File: src/rtl/sipo_pkg.sv
// Shared types and constants for the serial-in / parallel-out receiver.
package sipo_pkg;

  typedef enum logic {
    IDLE = 1'b0,
    RECV = 1'b1
  } state_e;

  localparam int WIDTH_DEF = 8;

  // Bit-count width; kept at least 1 so degenerate widths still elaborate.
  function automatic int cnt_w(input int w);
    return (w > 2) ? $clog2(w) : 1;
  endfunction

endpackage

File: src/rtl/sipo_rx_8.sv
// Reassembles MSB-first serial words gated by the shared sh_ld link control;
// strobes valid on completion and abort when a frame is cut short.
module sipo_rx_8
  import sipo_pkg::*;
#(
  parameter int WIDTH = WIDTH_DEF
) (
  input  logic             clk,
  input  logic             rst,
  input  logic             sh_ld,
  input  logic             sin,
  output logic [WIDTH-1:0] q,
  output logic             valid,
  output logic             abort,
  output logic             busy
);

  localparam int            CW   = cnt_w(WIDTH);
  localparam logic [CW-1:0] LAST = CW'(WIDTH - 1);

  state_e           state_q, state_d;
  logic [CW-1:0]    cnt_q, cnt_d;
  logic [WIDTH-1:0] sr_q, sr_d;
  logic [WIDTH-1:0] q_q, q_d;
  logic             valid_q, valid_d;
  logic             abort_q, abort_d;
  logic             busy_q, busy_d;

  always_comb begin
    state_d = state_q;
    cnt_d   = cnt_q;
    sr_d    = sr_q;
    q_d     = q_q;
    valid_d = 1'b0;
    abort_d = 1'b0;
    unique case (state_q)
      IDLE: begin
        if (sh_ld) begin
          sr_d    = {sr_q[WIDTH-2:0], sin};
          cnt_d   = CW'(1);
          state_d = RECV;
        end
      end
      RECV: begin
        if (sh_ld) begin
          sr_d = {sr_q[WIDTH-2:0], sin};
          if (cnt_q == LAST) begin
            // Completion returns to IDLE; IDLE starts the next frame on the
            // very next shift edge, so back-to-back words need no gap.
            q_d     = {sr_q[WIDTH-2:0], sin};
            valid_d = 1'b1;
            cnt_d   = '0;
            state_d = IDLE;
          end else begin
            cnt_d = cnt_q + CW'(1);
          end
        end else begin
          abort_d = 1'b1;
          cnt_d   = '0;
          state_d = IDLE;
        end
      end
      default: state_d = IDLE;
    endcase
    busy_d = (state_d == RECV);
  end

  always_ff @(posedge clk) begin
    if (rst) begin
      state_q <= IDLE;
      cnt_q   <= '0;
      sr_q    <= '0;
      q_q     <= '0;
      valid_q <= 1'b0;
      abort_q <= 1'b0;
      busy_q  <= 1'b0;
    end else begin
      state_q <= state_d;
      cnt_q   <= cnt_d;
      sr_q    <= sr_d;
      q_q     <= q_d;
      valid_q <= valid_d;
      abort_q <= abort_d;
      busy_q  <= busy_d;
    end
  end

  assign q     = q_q;
  assign valid = valid_q;
  assign abort = abort_q;
  assign busy  = busy_q;

endmodule

File: config.mk
export PLATFORM = sky130hd
export DESIGN_NAME = sipo_rx_8
export DESIGN_NICKNAME = d
export VERILOG_FILES = /design/src/rtl/sipo_pkg.sv /design/src/rtl/sipo_rx_8.sv
export SDC_FILE = /design/constraint.sdc
export NUM_CORES = 1
export LEC_CHECK = 0
export ABC_AREA = 1
export CELL_PAD_IN_SITES_DETAIL_PLACEMENT = 0
export CELL_PAD_IN_SITES_GLOBAL_PLACEMENT = 2
export CORE_ASPECT_RATIO = 0.7
export CORE_UTILIZATION = 25
export DETAILED_ROUTE_END_ITERATION = 7
export PLACE_DENSITY = 0.71
export SLEW_MARGIN = 40
export SYNTH_ARGS = -nofsm -noshare
export SYNTH_HDL_FRONTEND = slang
export SYNTH_SLANG_ARGS = --single-unit
File: constraint.sdc
create_clock -name clk -period 1 [get_ports clk]
set_input_delay 0.1 -clock clk [delete_from_list [all_inputs] [get_ports clk]]
set_output_delay 0.1 -clock clk [all_outputs]
set_load 0.01 [all_outputs]
==> impl_summary.md <==
STA
Setup repair after global routing could not meet its margin everywhere. Setup violations remaining at the end of the flow were counted as 11. The number of slew-limit violations in the final report is 0.

The final critical delay including setup and external delays is 1087 ps. The number of hold violations in the final report was 0. Dividing the final minimum period by the clock period gives 1.087. In the final timing run, aggregate negative setup slack is -725.1 ps. Once routing completed, OpenROAD measured the worst setup slack at -87.32 ps. At the pin with the least slew margin, the transition time is 340.8 ps.

The final setup skew is roughly 1.1 ps. The peak clock frequency supported by timing is 0.9197 GHz. The worst pin sits at a relative slew slack of 0.7728.

Routing
The remaining routing DRC violations is 0. The average detailed-routed wire length per instance is 10.35 microns. In the routed layout, each cell is associated on average with a via count of between 4 and 5.

The first detailed-routing pass took 2 iterations. The final antenna-violating net count is 0. The via count is 723. The routed wire length is 1812 microns. The detailed router finished its first iteration with 23 violations.

Final layout
The number of antenna repair diodes is 0. The number of nets at the end of the flow is 144. The area taken by flip-flops and latches is between 400 and 500 sq um. The layout has 347 filler cells.

Of the cells placed in the final design, the portion with a size suffix greater than 1 is 0.2482. The multi-input combinational cells in the finished layout cover a total of between 300 and 400 sq um. The top cell types in the final layout, fill and taps aside, are 22 x sky130_fd_sc_hd__nor2_1, 21 x sky130_fd_sc_hd__nand2_1, 19 x sky130_fd_sc_hd__dfxtp_1, 12 x sky130_fd_sc_hd__inv_1, 10 x sky130_fd_sc_hd__buf_4. The library cell used most frequently in the layout, excluding fill and tap cells, is sky130_fd_sc_hd__nor2_1. Measured on the finished design, the core utilization comes to 0.3744. The layout overhead on the synthesized area is 42.08%.

Global route
The total grt overflow is 0. The number of global-route vias before repair was 670. The first global-routing pass estimated roughly 3200 microns of wire. The total track usage is 0.1203. The initial antenna violation count is 0.

Entering global routing, the biggest net connects 13 pins.

Power and ir drop
The sequential share of power is 0.556. The clock power share is 0.357. The combinational cell fraction of total power is 0.087. The worst IR drop on VDD is 0.6488 mV.

The internal cell power is 1.204 mW. Dividing total power by cell area gives a power density of roughly 1300 mW/mm^2. In this run the static leakage power is 0.5481 nW. Of the total power, the share spent switching nets is 0.2340. The switching power summed over all nets is approximately 0.37 mW.

Overall power consumption after layout is estimated at 1.572 mW.

Worst setup path
The cell repeated most along the worst path is sky130_fd_sc_hd__ha_4. On the worst path, the slowest cell contributes a delay of 360 ps. Along the worst path, the maximum fanout reaches 7. Measured in cells, the most critical reg-to-reg path has a length of 7. The endpoint of the most critical register-to-register path is q[2]$_SDFFE_PP0P_. The critical path is of the flip-flop to flip-flop type. The worst-case register-to-register setup slack is -90 ps.

The worst setup path is captured at a flip-flop. The critical path goes through ha_4 -> ha_4 -> nand2_4 -> inv_8 -> nand2_2 -> nand2_1 -> nor2_1. Data on the critical path is required at its endpoint by 1160 ps. The largest individual stage delay along the critical path comes from the cell sky130_fd_sc_hd__dfxtp_2. The worst endpoint data arrival time is 1250 ps. The launch point of the worst reg-to-reg path is cnt_q[0]$_SDFFE_PP0P_.

The startpoint type of the worst setup path is a flip-flop.

Worst hold path
In this run the most critical hold path is launched from sin. The number of cells on the worst hold path is 3. The worst-case hold path end point is q[0]$_SDFFE_PP0P_. The path class of the tightest hold or removal check is primary input to flip-flop.

Floorplan
The die is 50.20 microns tall. The region available for standard cell placement spans about 0.0031 sq mm. The initial utilization of the core area, before any placement, comes to 0.2635. In this run the horizontal extent of the chip is 70.85 microns. The number of primary I/O pins is 15. The floorplan die area is 0.003556 sq mm. The number of rows created at floorplan is 17.

Clock tree
The number of buffers created by CTS is 3. In this run the clock root is driven by a sky130_fd_sc_hd__clkbuf_8. The later pin in the worst-skew pair is clocked with a latency of 260 ps. The buffer levels on the longest clock path is 2. The CTS sink count is 21.

The clock tree from TritonCTS is done. In this run the number of H-tree levels came out at 1. The count of hold buffers inserted by post-cts repair is 0. The clock transition at the registers of the reported paths is 80 ps.

Placement
The detailed placement HPWL is 1157 microns. OpenSTA, run right after detailed placement, puts the worst setup slack at -264.5 ps. The congestion estimate from routability-driven global placement came to 0.6719.

Port buffering added 14 buffers.

Logic synthesis
The total of warnings raised by yosys is 0. Summing every instance area after synthesis gives 829.5 sq um. The number of distinct library cells after synthesis is 17. The number of nets in the synthesized netlist is around 120. For this run, the register share of the synthesized area comes to 0.5068.

In this run, synthesis produced a sequential element count of 21. In the synthesized netlist, the number of instances is around 110. The average cell area after synthesis is 7.473 sq um.

Status
The final reports fail on negative setup slack. The run finished, with violations left.

Run
The max-capacitance violation count is 0.
[synthesized netlist by cell type]
library cell	number	area share
sky130_fd_sc_hd__nand2_1	30	0.14
sky130_fd_sc_hd__nor2_1	22	0.10
sky130_fd_sc_hd__dfxtp_1	21	0.51
sky130_fd_sc_hd__inv_1	14	0.063
sky130_fd_sc_hd__nor3_1	7	0.042
sky130_fd_sc_hd__a21oi_1	3	0.018
sky130_fd_sc_hd__nand3_1	3	0.018
sky130_fd_sc_hd__ha_1	2	0.030
sky130_fd_sc_hd__buf_2	1	0.0060
sky130_fd_sc_hd__buf_4	1	0.0091
sky130_fd_sc_hd__buf_6	1	0.014
sky130_fd_sc_hd__clkinv_1	1	0.0045
sky130_fd_sc_hd__inv_2	1	0.0045
sky130_fd_sc_hd__nand3_4	1	0.021
sky130_fd_sc_hd__nor2_2	1	0.0075
sky130_fd_sc_hd__nor2_4	1	0.014
sky130_fd_sc_hd__o21ai_0	1	0.0060
[worst max-delay path, delay by kind of cell (launching register included)]
family        cells  cell delay (ps)
buf+inv           1               80
fa+ha+maj         2              320
simple gates      4              230
flops             1              360
[metal layers]
layer,vias up,wire [microns],track usage
li1,387,-,-
met3,2,84,0.04819
met1,322,932,0.1570
met4,0,13,0.04000
met2,12,782,0.1811
met5,-,0,0
[cell families (layout without fill, tap and decap cells)]
kind of cell	after synthesis	count (layout)	share of synthesized area
and+or+nand+nor	65	66	0.3379
adders and majority gates	2	2	0.03016
buffers and inverters	19	44	0.1010
AOI/OAI and AO/OA	4	4	0.02412
DFF	21	21	0.5068
[how the worst max path moves through the flow]
stage	cells past startpoint	start	slack, ps	to
finish	7	cnt_q[0]$_SDFFE_PP0P_	-90	q[2]$_SDFFE_PP0P_
global route	6	cnt_q[0]$_SDFFE_PP0P_	-160	q[2]$_SDFFE_PP0P_
CTS	7	cnt_q[1]$_SDFFE_PP0P_	-90	q[1]$_SDFFE_PP0P_
detailed placement	6	sh_ld	-260	q[1]$_SDFFE_PP0P_
global placement	6	sh_ld	-240	q[2]$_SDFFE_PP0P_
floorplan	7	cnt_q[1]$_SDFFE_PP0P_	0.4	q[1]$_SDFFE_PP0P_
[state kept, by name (all words and copies together), names as in the netlist]
| register | count |
|---|---|
| q | 8 |
| busy | 1 |
| sr_q | 7 |
| valid | 1 |
| abort | 1 |
| cnt_q | 3 |
[power groups by stage]
stage,Sequential [mW],Clock [mW],Combinational [mW]
after global placement,0.894,0,0.126
after global routing,0.878,0.637,0.153
after CTS,0.874,0.591,0.134
final,0.875,0.561,0.137
after floorplan,0.894,0,0.0718
after detailed placement,0.895,0,0.127
[area by class of cell]
type,instances,share of cell area
multi-input combinational,72,0.3355
tap,38,0.04034
sequential,21,0.3588
clock buffer,4,0.03822
timing repair buffer,24,0.1699
inverter,16,0.05732
[through the flow]
stage	instances	hold WS, ps	instance area [sq um]
6_report	175	426.0	1179
5_1_grt	175	426.2	1179
4_1_cts	175	417.9	1156
3_5_place_dp	167	466.4	1076
3_3_place_gp	167	455.5	1076
2_1_floorplan	111	169.1	859.6
[timing repair]
item	CTS	global route
setup endpoints to repair	22	16
gates cloned	1	0
setup buffers	3	0
pin swaps	6	4
gates resized for setup	16	15
hold endpoints to repair	0	0
(Power assumes the default switching activity.)
